### config.mk
export PLATFORM = sky130hd
export DESIGN_NAME = wb_stream_loader
export DESIGN_NICKNAME = d
export VERILOG_FILES = /design/src/rtl/wb_stream_loader.sv
export SDC_FILE = /design/constraint.sdc
export NUM_CORES = 1
export LEC_CHECK = 0
export ABC_AREA = 1
export BUFFER_PORTS_ARGS = -buffer_cell sky130_fd_sc_hd__buf_2
export CAP_MARGIN = 25
export CORE_MARGIN = 3
export CORE_UTILIZATION = 42
export DETAILED_ROUTE_END_ITERATION = 10
export SYNTH_ARGS = -nofsm -noshare
export SYNTH_HDL_FRONTEND = slang
export SYNTH_SLANG_ARGS = --single-unit
export TNS_END_PERCENT = 50
### constraint.sdc
create_clock -name clk_i -period 2.3 [get_ports clk_i]
set_input_delay 0.69 -clock clk_i [delete_from_list [all_inputs] [get_ports clk_i]]
set_output_delay 0.69 -clock clk_i [all_outputs]
set_load 0.05 [all_outputs]
### src/rtl/wb_stream_loader.sv
// Packs a little-endian byte stream into 32-bit words and writes each one as a
// single pipelined Wishbone write at incrementing addresses starting at BASE_ADDR.
module wb_stream_loader #(
    parameter logic [31:0] BASE_ADDR   = 32'h0000_0000,
    parameter int unsigned MAX_WORDS   = 1024,
    parameter int unsigned ACK_TIMEOUT = 16
) (
    input  logic        clk_i,
    input  logic        rst_i,
    input  logic        start_i,
    input  logic [7:0]  byte_i,
    input  logic        byte_valid_i,
    input  logic        byte_last_i,
    output logic        byte_ready_o,
    output logic [31:0] wb_adr_o,
    output logic [31:0] wb_dat_o,
    output logic        wb_we_o,
    output logic [3:0]  wb_sel_o,
    output logic        wb_stb_o,
    output logic        wb_cyc_o,
    input  logic        wb_ack_i,
    input  logic        wb_stall_i,
    output logic        busy_o,
    output logic        done_o,
    output logic        error_o,
    output logic [31:0] word_count_o
);

    typedef enum logic [2:0] {
        S_IDLE, S_COLLECT, S_REQUEST, S_WAIT_ACK, S_DONE, S_ERROR
    } state_t;

    state_t      state_q, state_d;
    logic [31:0] adr_q, adr_d;
    logic [31:0] dat_q, dat_d;
    logic [3:0]  sel_q, sel_d;
    logic [1:0]  lane_q, lane_d;
    logic        last_q, last_d;
    logic [31:0] cnt_q, cnt_d;
    logic [31:0] tmo_q, tmo_d;
    logic        cyc_q, cyc_d;
    logic        stb_q, stb_d;
    logic        we_q, we_d;

    logic [31:0] cnt_inc;
    logic [31:0] tmo_inc;
    logic        acked;

    assign cnt_inc = cnt_q + 32'd1;
    assign tmo_inc = tmo_q + 32'd1;

    always_ff @(posedge clk_i) begin
        if (rst_i) begin
            state_q <= S_IDLE;
            adr_q   <= BASE_ADDR;
            dat_q   <= '0;
            sel_q   <= '0;
            lane_q  <= '0;
            last_q  <= 1'b0;
            cnt_q   <= '0;
            tmo_q   <= '0;
            cyc_q   <= 1'b0;
            stb_q   <= 1'b0;
            we_q    <= 1'b0;
        end else begin
            state_q <= state_d;
            adr_q   <= adr_d;
            dat_q   <= dat_d;
            sel_q   <= sel_d;
            lane_q  <= lane_d;
            last_q  <= last_d;
            cnt_q   <= cnt_d;
            tmo_q   <= tmo_d;
            cyc_q   <= cyc_d;
            stb_q   <= stb_d;
            we_q    <= we_d;
        end
    end

    always_comb begin
        state_d = state_q;
        adr_d   = adr_q;
        dat_d   = dat_q;
        sel_d   = sel_q;
        lane_d  = lane_q;
        last_d  = last_q;
        cnt_d   = cnt_q;
        tmo_d   = tmo_q;
        // An ack only counts once the request has been (or is being) accepted.
        acked   = wb_ack_i && ((state_q == S_WAIT_ACK) || !wb_stall_i);

        case (state_q)
            S_IDLE, S_DONE, S_ERROR: begin
                if (start_i) begin
                    state_d = S_COLLECT;
                    adr_d   = BASE_ADDR;
                    dat_d   = '0;
                    sel_d   = '0;
                    lane_d  = '0;
                    last_d  = 1'b0;
                    cnt_d   = '0;
                end
            end
            S_COLLECT: begin
                if (byte_valid_i) begin
                    dat_d[{lane_q, 3'b000} +: 8] = byte_i;
                    sel_d[lane_q] = 1'b1;
                    lane_d = lane_q + 2'd1;
                    if ((lane_q == 2'd3) || byte_last_i) begin
                        state_d = S_REQUEST;
                        last_d  = byte_last_i;
                        tmo_d   = '0;
                    end
                end
            end
            S_REQUEST, S_WAIT_ACK: begin
                if (acked) begin
                    cnt_d  = cnt_inc;
                    adr_d  = adr_q + 32'd4;
                    dat_d  = '0;
                    sel_d  = '0;
                    lane_d = '0;
                    if (last_q)
                        state_d = S_DONE;
                    else if (cnt_inc == MAX_WORDS)
                        state_d = S_ERROR;
                    else
                        state_d = S_COLLECT;
                end else if (tmo_inc == ACK_TIMEOUT) begin
                    state_d = S_ERROR;
                end else begin
                    tmo_d = tmo_inc;
                    if ((state_q == S_REQUEST) && !wb_stall_i)
                        state_d = S_WAIT_ACK;
                end
            end
            default: state_d = S_IDLE;
        endcase
    end

    // Bus strobes are registered from the next state so they track it exactly.
    always_comb begin
        cyc_d        = (state_d == S_REQUEST) || (state_d == S_WAIT_ACK);
        stb_d        = (state_d == S_REQUEST);
        we_d         = cyc_d;
        byte_ready_o = (state_q == S_COLLECT);
        busy_o       = (state_q == S_COLLECT) || (state_q == S_REQUEST) ||
                       (state_q == S_WAIT_ACK);
        done_o       = (state_q == S_DONE);
        error_o      = (state_q == S_ERROR);
    end

    assign wb_adr_o     = adr_q;
    assign wb_dat_o     = dat_q;
    assign wb_sel_o     = sel_q;
    assign wb_cyc_o     = cyc_q;
    assign wb_stb_o     = stb_q;
    assign wb_we_o      = we_q;
    assign word_count_o = cnt_q;

endmodule

# Word level (Yosys, flattened, before mapping)
# Cells that the tools add are included.
word_totals:
  register_bits: 140
  output_inout_bits: 107
op_classes:
  add_sub_neg: 5
  n_lt_le_gt_ge: 2
  eq_ne: 16
  shifts: 2
  n_mux: 37
  n_bitwise: 1
  n_reduce_logical: 20
ops:
  columns: ["op", "n"]
  rows:
  - ["$mux 32", 9]
  - ["$pmux 32 s2", 3]
  - ["$pmux 32 s3", 1]
  - ["$add 32x1->32 const B", 2]
  - ["$add 32x3->32 const B", 1]
  - ["$bwmux 32", 1]
  - ["$eq 32x11->1 const B", 1]
  - ["$eq 32x5->1 const B", 1]
  - ["$shift 8x7->32 const A", 1]
  - ["$shiftx 8x7->32", 1]
  - ["$mux 3", 8]
  - ["$eq 3x2->1 const B", 4]
  - ["$mux 4", 3]
  - ["$pmux 4 s3", 1]
  - ["$ne 2x2->1 const B", 5]
  - ["$pmux 3 s3", 1]
  - ["$reduce_and 4->1", 2]
  - ["$neg 5->7", 1]
  - ["$eq 3x3->1 const B", 2]
  - ["$mux 2", 3]
  - ["$pmux 2 s3", 1]
  - ["$reduce_bool 2->1", 3]
  - ["$logic_or 1x1->1", 5]
  - ["$reduce_and 5->1", 1]
  - ["other kinds (17)", 22]

# Logic depth before layout (Yosys ltp)
# Gate-level depths: netlist of run 1.
depth:
  depth_word: 8
  ltp_mapped: 18
  ltp_nobuf: 17

# Least setup slack after synthesis of run 1
# Ideal clock, no wire load.
synth_timing:
  path_kind: "register to register"
  from: "register cnt_q[1], in the netlist word_count_o[1]"
  to: "register state_q[2]"
  setup_time_ns: 0.057
  t_arrival_ns: 2.243
  t_required_ns: 2.243
  setup_slack_ns: 0.000
  stages_incl_launch_ff: 18
  n_path_buf: 0
  period_less_slack_ns: 2.300
  cell_sequence: "dfxtp_1 > ha_1 > nand3_1 > inv_1 > nand2_1 > nor2_1 > nand2_1 > nand2_1 > nand2_1 > nor2_1 > nand2_1 > nor2_1 > nand3_1 > nand2_1 > nand2_1 > nand3_1 > nand2_1 > inv_1"
synth_between:
  elab_chain_len: 6
synth_rtl:
  columns: ["element", "line_no", "rtl"]
  rows:
  - ["start, declared", "39", "logic [31:0] cnt_q, cnt_d;"]
  - ["start signal, assigned", "72", "cnt_q <= cnt_d;"]
  - ["$add 32x1->32", "49", "assign cnt_inc = cnt_q + 32'd1;"]
  - ["$eq 32x11->1", "125", "else if (cnt_inc == MAX_WORDS)"]
  - ["$mux 3", "125", null]
  - ["$mux 3", "123", "if (last_q)"]
  - ["$mux 3", "117", "if (acked) begin"]
  - ["$pmux 3 s3", "92", "case (state_q)"]
  - ["end signal, assigned", "66", "state_q <= state_d;"]
  - ["end, declared", "33", "state_t state_q, state_d;"]
# Every way passes these cells.
# A chain may end at the register's enable or synchronous reset.

# Worst setup path after layout of run 1
layout_timing:
  from: "register tmo_q[11]"
  to: "register tmo_q[1]"
layout_between:
  elab_chain_len: 4
layout_rtl:
  columns: ["element", "line_no", "rtl"]
  rows:
  - ["start, declared", "40", "logic [31:0] tmo_q, tmo_d;"]
  - ["start signal, assigned", "73", "tmo_q <= tmo_d;"]
  - ["$add 32x1->32", "50", "assign tmo_inc = tmo_q + 32'd1;"]
  - ["$eq 32x5->1", "129", "end else if (tmo_inc == ACK_TIMEOUT) begin"]
  - ["$ne 2x2->1 (no line)", null, null]
  - ["$reduce_and 5->1 (no line)", null, null]
# Every way passes these cells.

==> impl_metrics.py, run 1 <==
metrics = {
    "run_status": {
        "status": "finished with violations",
        "violations": "setup timing",
    },
    "clock_network": {
        "cts_tree": "yes",
        "clkTransAtPathRegs_ns": 0.06,
        "hold_buffers": 0,
        "clock_sinks": 138,
        "htree_levels": 4,
        "cts-root-buf": "clkbuf_16",
        "clk_latency_ns": 0.43,
        "cts_buffer_depth": 2,
        "cts_buffers": 17,
    },
    "global_route": {
        "grt_start_max_net_pins": 68,
        "grt_pass1_wl_um": 41100,
        "antenna_found_initial": 0,
        "first_global_vias": 8168,
        "grt-ovfl-total": 0,
        "grt.total_usage_pct": 23.0,
    },
    "power": {
        "p_total_mw": 8.98,
        "power.density_nw_per_um2": 845,
        "p_sw_share_pct": 40.8,
        "combinationalPowerShare_pct": 36.3,
        "p_leak_nw": 4.47,
        "p_switching_mw": 3.66,
        "intPower_mw": 5.32,
        "peakVddDrop_v": 0.000822,
        "pwr-share-clk_pct": 30.4,
        "pwr-share-seq_pct": 33.2,
    },
    "floorplan": {
        "core_area_sq_um": 19100,
        "dieArea_sq_um": 21600,
        "start_util_pct": 43.7,
        "pin_count": 122,
        "std_cell_rows": 50,
        "die_h_um": 147,
        "die_w_um": 147,
    },
    "timing": {
        "skew_ns": 0.00926,
        "fin_crit_sh_pct": 101,
        "max_freq_ghz": 0.431,
        "setup_violations": 15,
        "final_hold_viol_count": 0,
        "post-route-min-period_ns": 2.32,
        "setup_slack_ns": -0.0215,
        "tightest_slew_ns": 0.591,
        "rsz0062_at_grt": "yes",
        "drv_slew": 0,
        "tns_ns": -0.148,
        "relSlewSlack_pct": 60.4,
        "whs_ns": 0.447,
    },
    "layout": {
        "fill_cells": 1974,
        "nets": 1600,
        "diodes": 0,
        "stdcell_count": 1849,
        "final_core_util_pct": 55.7,
        "syn_to_final_growth_pct": 27.6,
        "area.sequential_sq_um": 2780,
        "drive_gt1_share_pct": 20.3,
        "multi_input_area_sq_um": 5140,
        "final_area_sq_um": 10600,
    },
    "place": {
        "dpl_worst_slack_ns": -0.163,
        "place_hpwl_um": 18900,
        "dp_cells": 1803,
        "place_area_sq_um": 9640,
        "io_buffers": 119,
        "place.gp.congestion": 0.893,
    },
    "synthesis": {
        "ys_warn_count": 0,
        "synth_area_sq_um": 8330,
        "avgSynthCellArea_sq_um": 5.99,
        "synth.distinct_cells": 36,
        "synthCells": 1390,
        "synth_seq_cells": 138,
        "yosysSeqAreaShare_pct": 33.2,
    },
    "route": {
        "drc": 0,
        "drtIter0Drc": 565,
        "ant_nets": 0,
        "vias_per_cell": 4.96,
        "totalWireLength_um": 25700,
        "firstDrtPassIters": 5,
        "vias": 9168,
        "wire_per_inst_um": 13.9,
    },
    "worst_setup_path": {
        "end_kind": "register",
        "critPathKind": "register to register",
        "critPathArrivalTime_ns": 2.65,
        "cp_max_fo": 14,
        "critPathLaunchType": "register",
        "worstPathRequired_ns": 2.63,
    },
    "worst_hold_path": {
        "hp-class": "register to register",
    },
    "job": {
        "max_cap_viol_count": 0,
    },
}
## cells in the mapped netlist
master,n,area [sq um]
nand2_1,491,1840
nor2_1,247,927
dfxtp_1,138,2760
inv_1,112,420
a21oi_1,95,475
nand3_1,59,295
o21ai_0,40,200
clkbuf_1,26,97.6
nor3_1,26,130
nand3b_1,25,188
nand4_1,25,156
xor2_1,13,114
a211oi_1,8,60.1
ha_1,8,100
nor2_4,8,90.1
xnor2_1,8,70.1
nand2_2,7,43.8
a31oi_1,6,37.5
nor4_1,6,37.5
o21ai_1,6,30.0
buf_2,5,25.0
buf_4,4,30.0
nor2_2,4,25.0
buf_6,3,33.8
clkinv_1,3,11.3
inv_2,3,11.3
or2_2,3,18.8
nor3_2,2,20.0
nor3b_1,2,15.0
buf_1,1,3.75
conb_1,1,3.75
nand2_4,1,11.3
nor3_4,1,16.3
o21a_1,1,7.51
o21ai_2,1,8.76
o221ai_1,1,8.76
## kinds of logic (layout without fill, tap and decap cells)
family          count (synthesis)  count (layout)  share of synthesized area, %
fa+ha+maj                       8               8                          1.20
simple gates                  907             907                          45.8
flops                         138             138                          33.2
compound gates                158             158                          9.94
xor+xnor                       21              21                          2.21
buf+inv                       157             355                          7.60
other cells                     1               2                        0.0450
## worst max-delay path, stage by stage, from the launching register on
cell	delay (ns)
dfxtp_1	0.37
nand2_1	0.11
nor2_2	0.20
nand2_1	0.13
nor2_1	0.18
nand2_1	0.07
nand2_1	0.06
nand2_1	0.07
nor2_1	0.13
nand2_2	0.10
nor2_2	0.13
nand3_1	0.09
nand2_2	0.12
nand2_8	0.11
clkbuf_16	0.20
nor2_1	0.09
nor2_1	0.05
## worst paths after layout
| kind | slack [ns] | start | end | cells past startpoint |
|---|---|---|---|---|
| worst max-delay path | -0.02 | tmo_q[11]$_SDFFE_PP0P_ | tmo_q[1]$_SDFFE_PP0P_ | 16 |
| worst min-delay path | 0.45 | wb_sel_o[2]$_SDFFE_PP0P_ | wb_sel_o[2]$_SDFFE_PP0P_ | 2 |
| worst min register to register | 0.45 | wb_sel_o[2]$_SDFFE_PP0P_ | wb_sel_o[2]$_SDFFE_PP0P_ | 2 |
| worst max register to register | -0.02 | tmo_q[11]$_SDFFE_PP0P_ | tmo_q[1]$_SDFFE_PP0P_ | 16 |
## power by group through the flow
stage,clock network (mW),registers [mW],logic (mW)
finish,2.73,2.98,3.26
global route,2.88,3.02,3.58
CTS,2.78,2.96,3.11
detailed placement,0,2.99,3.00
global placement,0,3.00,2.97
floorplan,0,3.52,1.61
## flip-flops by register name, summed over array words and instances, names as in the netlist
register,cells
wb_we_o,1
wb_adr_o,30
wb_dat_o,32
wb_sel_o,4
last_q,1
tmo_q,32
state_q,3
wb_stb_o,1
lane_q,2
word_count_o,32
## routing by layer
| layer | track usage [%] | part of all wire, % | vias up |
|---|---|---|---|
| li1 | - | - | 4799 |
| met1 | 31.5 | 48 | 4114 |
| met2 | 37.1 | 45 | 235 |
| met3 | 4.63 | 6.1 | 20 |
| met4 | 5.93 | 1.0 | 0 |
| met5 | 0 | 0 | - |
## cell usage in the layout, fill, tap and decap left out, drive strengths merged, types with 3 or more instances in the layout
cell type  count
xnor2          8
or2            3
dfxtp        138
o21ai         47
nand3         59
nor3          29
inv          118
nand2        499
buf          204
clkbuf        21
a211oi         8
a31oi          6
ha             8
nand3b        25
nor4           6
a21oi         95
nand4         25
xor2          13
clkinv         8
nor2         259
## area by class of cell
cell class	count	share of cell area, %
tap	260	3.06
clock buffer	19	4.07
inverter	118	4.17
multi-input combinational	1096	48.4
sequential	138	26.2
timing repair buffer	206	12.8
clock inverter	12	1.33
## timing repair
item	CTS	global route
setup endpoints to repair	37	55
resized for setup	18	57
pin swaps	4	26
cloned	1	2
buffers inserted	8	4
(Power assumes the default switching activity.)
==> run 2: changes to the inputs <==
--- a/config.mk
+++ b/config.mk
@@ -5,12 +5,12 @@
 export SDC_FILE = /design/constraint.sdc
 export NUM_CORES = 1
 export LEC_CHECK = 0
-export ABC_AREA = 1
 export BUFFER_PORTS_ARGS = -buffer_cell sky130_fd_sc_hd__buf_2
 export CAP_MARGIN = 25
 export CORE_MARGIN = 3
 export CORE_UTILIZATION = 42
 export DETAILED_ROUTE_END_ITERATION = 10
+export REMOVE_ABC_BUFFERS = 1
 export SYNTH_ARGS = -nofsm -noshare
 export SYNTH_HDL_FRONTEND = slang
 export SYNTH_SLANG_ARGS = --single-unit
==> constraint.sdc (replaced) <==
create_clock -name clk_i -period 2.3 [get_ports clk_i]
set_input_delay 0.115 -clock clk_i [delete_from_list [all_inputs] [get_ports clk_i]]
set_output_delay 0.115 -clock clk_i [all_outputs]
set_load 0.05 [all_outputs]
==> run 2 against run 1 <==
- the flow still finishes with violations (setup timing)
- register-to-register slack got worse by 0.34 ns
- flip-flop and latch count unchanged
- combinational power decreased by 85%
- critical path depth decreased by 5
- synthesized area decreased by 10%
- power decreased by 36%
- clock-buffer cell count decreased by 2
- non-clock buffer count increased by 99
- synthesized cell count decreased by 29%
- sequential share of layout area increased by 0.43 points
- largest cell class unchanged
==> impl_metrics.py, run 2 <==
metrics = {
    "run_status": {
        "status": "finished with violations",
        "violations": "setup timing",
    },
    "layout": {
        "drive_gt1_share_pct": 32.6,
        "diodes": 0,
        "nets": 1257,
        "final_common_cell": "buf_4",
        "final_core_util_pct": 60.6,
        "fill_cells": 1581,
        "area.sequential_sq_um": 2800,
        "stdcell_count": 1472,
        "multi_input_area_sq_um": 4690,
        "layout_common_cells": "164 x buf_4, 129 x nor2_1, 118 x buf_2, 118 x dfxtp_1, 86 x a21oi_1",
        "syn_to_final_growth_pct": 40.7,
        "final_area_sq_um": 10500,
    },
    "synthesis": {
        "avgSynthCellArea_sq_um": 7.63,
        "yosysSeqAreaShare_pct": 37.0,
        "synth_area_leader_cell": "dfxtp_1",
        "synthFlopType": "dfxtp_1",
        "synth_top_area_share_pct": 37.0,
        "synth_edf_count": 0,
        "synth_common_cells": "138 x dfxtp_1, 133 x nor2_1, 94 x a21oi_1",
        "async_flop_share_pct": 0,
        "synth_area_sq_um": 7480,
        "yosys-top-cells-area": "dfxtp_1 37%, nor2_1 6.7%, a21oi_1 6.3%, nand3_1 3.9%, o21ai_0 3.7%",
        "synthCells": 980,
        "yosysMostFrequentCell": "dfxtp_1",
        "synth_seq_cells": 138,
        "ys_warn_count": 0,
        "synth.distinct_cells": 69,
    },
    "clock_network": {
        "cts_buffers": 17,
        "clk_latency_ns": 0.43,
        "cts_buffer_depth": 2,
        "clkTransAtPathRegs_ns": 0.07,
        "cts_tree": "yes",
        "cts-root-buf": "clkbuf_16",
        "clock_sinks": 138,
        "htree_levels": 4,
    },
    "route": {
        "vias_per_cell": 5.58,
        "totalWireLength_um": 23300,
        "drtIter0Drc": 486,
        "drc": 0,
        "wire_per_inst_um": 15.8,
        "vias": 8212,
        "ant_nets": 0,
        "firstDrtPassIters": 5,
    },
    "timing": {
        "relSlewSlack_pct": 62.8,
        "setup_slack_ns": -0.363,
        "max_freq_ghz": 0.376,
        "tightest_slew_ns": 0.553,
        "skew_ns": 0.00573,
        "tns_ns": -8.37,
        "drv_slew": 0,
        "setup_violations": 37,
        "rsz0062_at_grt": "yes",
        "final_hold_viol_count": 0,
        "fin_crit_sh_pct": 116,
        "whs_ns": 0.0198,
        "post-route-min-period_ns": 2.66,
    },
    "global_route": {
        "grt_start_max_net_pins": 102,
        "grt_pass1_wl_um": 37700,
        "met3_usage_pct": 4.81,
        "antenna_found_initial": 0,
        "gr-usage-met1_pct": 31.4,
        "grt-ovfl-total": 0,
        "grt_busiest_layer": "met2",
        "gr-usage-met2_pct": 37.2,
        "first_global_vias": 7582,
        "grt.total_usage_pct": 23.0,
    },
    "floorplan": {
        "pin_count": 122,
        "die_w_um": 139,
        "die_h_um": 139,
        "core_area_sq_um": 17400,
        "dieArea_sq_um": 19400,
        "std_cell_rows": 48,
        "start_util_pct": 43.1,
    },
    "place": {
        "dpl_worst_slack_ns": -0.493,
        "place.gp.congestion": 0.877,
        "io_buffers": 119,
        "place_area_sq_um": 9320,
        "place_hpwl_um": 15900,
        "dp_cells": 1418,
    },
    "power": {
        "p_leak_nw": 4.37,
        "power.density_nw_per_um2": 542,
        "p_total_mw": 5.71,
        "peakVddDrop_v": 0.000521,
        "combinationalPowerShare_pct": 8.5,
        "intPower_mw": 4.11,
        "p_sw_share_pct": 28.0,
        "p_switching_mw": 1.60,
        "pwr-share-seq_pct": 42.4,
        "pwr-share-clk_pct": 49.1,
    },
    "worst_setup_path": {
        "r2r_cells": 11,
        "critPathLaunchType": "register",
        "critPathArrivalTime_ns": 3.01,
        "worstPathRequired_ns": 2.65,
        "rr_endpoint": "tmo_q[8]$_SDFFE_PP0P_",
        "critPathKind": "register to register",
        "rr_startpoint": "tmo_q[8]$_SDFFE_PP0P_",
        "cp_max_fo": 5,
        "end_kind": "register",
        "reg2reg_slack_ns": -0.36,
    },
    "worst_hold_path": {
        "hp-class": "input pin to register",
        "min_from": "rst_i",
        "whs_path_depth": 2,
        "hold_end": "tmo_q[16]$_SDFFE_PP0P_",
    },
    "job": {
        "max_cap_viol_count": 0,
    },
}
-- run 2: cell types whose count changed after synthesis, moves of 11 or more --
cell,previous run,this run
a22oi_1,0,19
and3_1,0,23
and4_1,0,12
clkbuf_1,26,62
inv_1,112,15
nand2_1,491,72
nand3b_1,25,3
nand4b_1,0,23
nor2_1,247,133
nor3_1,26,37
o21ai_0,40,56
or3_1,0,15
xnor2_1,8,28
-- run 2: critical path, stage by stage (launching register included) --
cell,delay [ns]
dfxtp_2,0.36
buf_6,0.10
nand4_1,0.06
buf_4,0.17
or3_4,0.34
or3_4,0.37
nand4_1,0.14
a211oi_2,0.11
and4b_2,0.26
buf_6,0.12
or4_4,0.41
a21oi_2,0.13
-- run 2: area by class of cell --
class,instances,area share (%)
inverter,15,0.535
multi-input combinational,757,44.6
clock inverter,15,1.61
sequential,138,26.6
timing repair buffer,305,20.0
clock buffer,17,4.04
tap,225,2.68
-- run 2: kinds of logic after synthesis --
kind of cell	Yosys count	share of synthesized area [%]
AO/OA/AOI/OAI	236	19.0
adder cells (fa/ha/maj)	8	1.34
buffers and inverters	86	4.55
AND/OR/NAND/NOR	460	32.0
multiplexers	4	0.552
XOR/XNOR	47	5.51
flip-flops	138	37.0
other	1	0.0502
-- run 2: per-layer routing --
layer  vias to the layer above  wire (um)
li1                       4089          -
met1                      3890      11100
met2                       209      10800
met3                        24       1080
met4                         0        346
met5                         -          0
-- run 2: how the worst max path moves through the flow --
stage,from,to,slack [ns],cells after the start
detailed placement,tmo_q[1]$_SDFFE_PP0P_,tmo_q[4]$_SDFFE_PP0P_,-0.49,8
global route,tmo_q[8]$_SDFFE_PP0P_,tmo_q[4]$_SDFFE_PP0P_,-0.46,11
finish,tmo_q[8]$_SDFFE_PP0P_,tmo_q[8]$_SDFFE_PP0P_,-0.36,11
floorplan,state_q[1]$_SDFF_PP0_,wb_adr_o[29]$_SDFFE_PP0P_,-1.14,8
global placement,tmo_q[1]$_SDFFE_PP0P_,tmo_q[5]$_SDFFE_PP0P_,-0.45,9
CTS,tmo_q[8]$_SDFFE_PP0P_,tmo_q[8]$_SDFFE_PP0P_,-0.36,10
-- run 2: what timing repair did --
action / in CTS / in global routing
setup buffers: 7 / 3
pin swaps: 29 / 29
setup endpoints to repair: 44 / 59
resized for setup: 52 / 47
hold endpoints to repair: 28 / 0
gates cloned: 1 / 1
hold buffers: 10 / 0
-- run 2: power groups by stage --
stage                     clock network (mW)  logic [mW]  registers, mW
after detailed placement                   0       0.461           2.47
after CTS                               2.86       0.479           2.42
after floorplan                            0       0.195           2.53
after global routing                    2.96       0.526           2.42
final                                   2.80       0.486           2.42
after global placement                     0       0.458           2.47
==> run 3: changes to the inputs <==
==> constraint.sdc (replaced) <==
create_clock -name clk_i -period 2.2 [get_ports clk_i]
set_input_delay 0.11 -clock clk_i [delete_from_list [all_inputs] [get_ports clk_i]]
set_output_delay 0.11 -clock clk_i [all_outputs]
set_load 0.05 [all_outputs]
==> run 3 against run 2 <==
- via count rose by 2.0%
- global-route usage rose by 1.0 points
- worst hold slack improved by 0.00095 ns
- clock power barely moved
- the run still ends with setup timing left
- non-clock buffer count rose by 25
- sequential power rose by 4%
- first-iteration DRC count rose by 27%
- maximum frequency fell by 6.3%
- die area did not move
- critical endpoint unchanged
- setup slack got worse by 0.28 ns
- sequential share of layout area fell by 0.54 points
- design area rose by 1.9%
==> impl_metrics.py, run 3 (same netlist as run 2, synthesis figures left out) <==
metrics = {
    "run_status": {
        "status": "finished with violations",
        "violations": "setup timing",
    },
    "worst_setup_path": {
        "end_kind": "register",
        "critPathLaunchType": "register",
        "crit_chain": "buf_6, nand4_1, or3_4, or3_1, nand4_1, a211oi_2, and4b_2, buf_4, or4_4, a21oi_2",
        "worst_path_max_delay_cell": "or3_4",
        "rr_startpoint": "tmo_q[8]$_SDFFE_PP0P_",
        "r2r_cells": 10,
        "slowest_delay_ns": 0.45,
        "crit_path_end": "tmo_q[8]$_SDFFE_PP0P_",
        "rr_endpoint": "tmo_q[8]$_SDFFE_PP0P_",
        "critPathKind": "register to register",
        "cp_max_fo": 4,
        "crit_start": "tmo_q[8]$_SDFFE_PP0P_",
        "worstPathRequired_ns": 2.55,
        "reg2reg_slack_ns": -0.64,
        "critPathArrivalTime_ns": 3.20,
        "worst_path_most_repeated_cell": "nand4_1",
    },
    "floorplan": {
        "dieArea_sq_um": 19400,
        "pin_count": 122,
        "start_util_pct": 43.1,
        "die_w_um": 139,
        "die_h_um": 139,
        "std_cell_rows": 48,
        "core_area_sq_um": 17400,
    },
    "route": {
        "totalWireLength_um": 24100,
        "wire_per_inst_um": 16.1,
        "firstDrtPassIters": 5,
        "drc": 0,
        "drtIter0Drc": 616,
        "vias": 8374,
        "vias_per_cell": 5.59,
        "ant_nets": 0,
    },
    "timing": {
        "relSlewSlack_pct": 64.2,
        "rsz0062_at_grt": "yes",
        "fin_crit_sh_pct": 129,
        "tns_ns": -18.59,
        "post-route-min-period_ns": 2.84,
        "max_freq_ghz": 0.352,
        "setup_violations": 41,
        "drv_slew": 0,
        "whs_ns": 0.0208,
        "tightest_slew_ns": 0.533,
        "skew_ns": 0.0100,
        "final_hold_viol_count": 0,
        "setup_slack_ns": -0.642,
    },
    "clock_network": {
        "cts_buffer_depth": 2,
        "cts-root-buf": "clkbuf_16",
        "cts_tree": "yes",
        "cts_buffers": 17,
        "htree_levels": 4,
        "clock_sinks": 138,
        "clk_latency_ns": 0.43,
        "clkTransAtPathRegs_ns": 0.06,
    },
    "power": {
        "p_sw_share_pct": 28.8,
        "pwr-share-seq_pct": 43.0,
        "p_switching_mw": 1.69,
        "peakVddDrop_v": 0.000558,
        "intPower_mw": 4.18,
        "p_leak_nw": 4.49,
        "combinationalPowerShare_pct": 8.7,
        "pwr-share-clk_pct": 48.2,
        "power.density_nw_per_um2": 547,
    },
    "global_route": {
        "met3_usage_pct": 5.05,
        "grt_pass1_wl_um": 39200,
        "first_global_vias": 7773,
        "grt-ovfl-total": 0,
        "grt_start_max_net_pins": 44,
        "gr-usage-met2_pct": 38.7,
        "gr-usage-met1_pct": 32.6,
        "grt_busiest_layer": "met2",
        "grt.total_usage_pct": 24.0,
        "antenna_found_initial": 0,
    },
    "layout": {
        "final_core_util_pct": 61.8,
        "fill_cells": 1565,
        "layout_common_cells": "189 x buf_4, 127 x nor2_1, 122 x dfxtp_1, 117 x buf_2, 86 x a21oi_1",
        "nets": 1282,
        "area.sequential_sq_um": 2790,
        "final_area_sq_um": 10700,
        "stdcell_count": 1497,
        "final_common_cell": "buf_4",
        "syn_to_final_growth_pct": 43.4,
        "diodes": 0,
        "multi_input_area_sq_um": 4740,
        "drive_gt1_share_pct": 34.2,
    },
    "place": {
        "io_buffers": 119,
        "dp_cells": 1435,
        "place_hpwl_um": 16100,
        "place_area_sq_um": 9440,
        "place.gp.congestion": 0.882,
    },
    "job": {
        "max_cap_viol_count": 0,
    },
    "worst_hold_path": {
        "hp-class": "input pin to register",
    },
}
[run 3: worst max-delay path: cells and delay by family, from the launching register on]
kind,cells,cell delay [ns]
buffers and inverters,2,0.24
DFF,1,0.35
and+or+nand+nor,6,1.92
AOI/OAI and AO/OA,2,0.25
[run 3: cell type report]
class | count | share of cell area [%]
Clock buffer | 17 | 3.97
Clock inverter | 15 | 1.33
Inverter | 15 | 0.525
Multi-Input combinational cell | 757 | 44.2
Sequential cell | 138 | 26.1
Tap cell | 225 | 2.63
Timing Repair Buffer | 330 | 21.3
[run 3: worst min-delay path by stage]
stage                     start                   endpoint  slack, ns  cells past startpoint
floorplan                 rst_i        last_q$_SDFFE_PP0P_       0.18                      1
global placement      byte_i[2]  wb_dat_o[26]$_SDFFE_PP0P_       0.41                      3
detailed placement    byte_i[1]   wb_dat_o[9]$_SDFFE_PP0P_       0.42                      3
CTS                 byte_last_i        last_q$_SDFFE_PP0P_      0.008                      3
global route        byte_last_i        last_q$_SDFFE_PP0P_      0.008                      3
finish              byte_last_i        last_q$_SDFFE_PP0P_       0.02                      3
[run 3: power groups by stage]
stage          clock network, mW  registers (mW)  logic [mW]
5_1_grt                     2.98            2.53       0.557
6_report                    2.83            2.52       0.512
2_1_floorplan                  0            2.64       0.204
4_1_cts                     2.87            2.52       0.505
3_5_place_dp                   0            2.59       0.486
3_3_place_gp                   0            2.59       0.483
[run 3: through the flow]
step | setup WS [ns] | total power, mW
global placement | -0.567 | 3.07
finish | -0.642 | 5.87
global route | -0.683 | 6.06
detailed placement | -0.608 | 3.07
floorplan | -1.24 | 2.84
CTS | -0.424 | 5.90
[run 3: what timing repair did]
item / in CTS / in global routing
gates resized for setup: 71 / 42
setup endpoints to repair: 46 / 67
pin swaps: 25 / 28
hold endpoints to repair: 28 / 0
hold buffers: 8 / 0
gates cloned: 2 / 1
buffers inserted: 17 / 2
[run 3: per-layer routing]
layer | routed length [um] | vias to the layer above
li1 | - | 4147
met1 | 11200 | 3917
met2 | 11000 | 266
met3 | 1440 | 44
met4 | 436 | 0
met5 | 0 | -
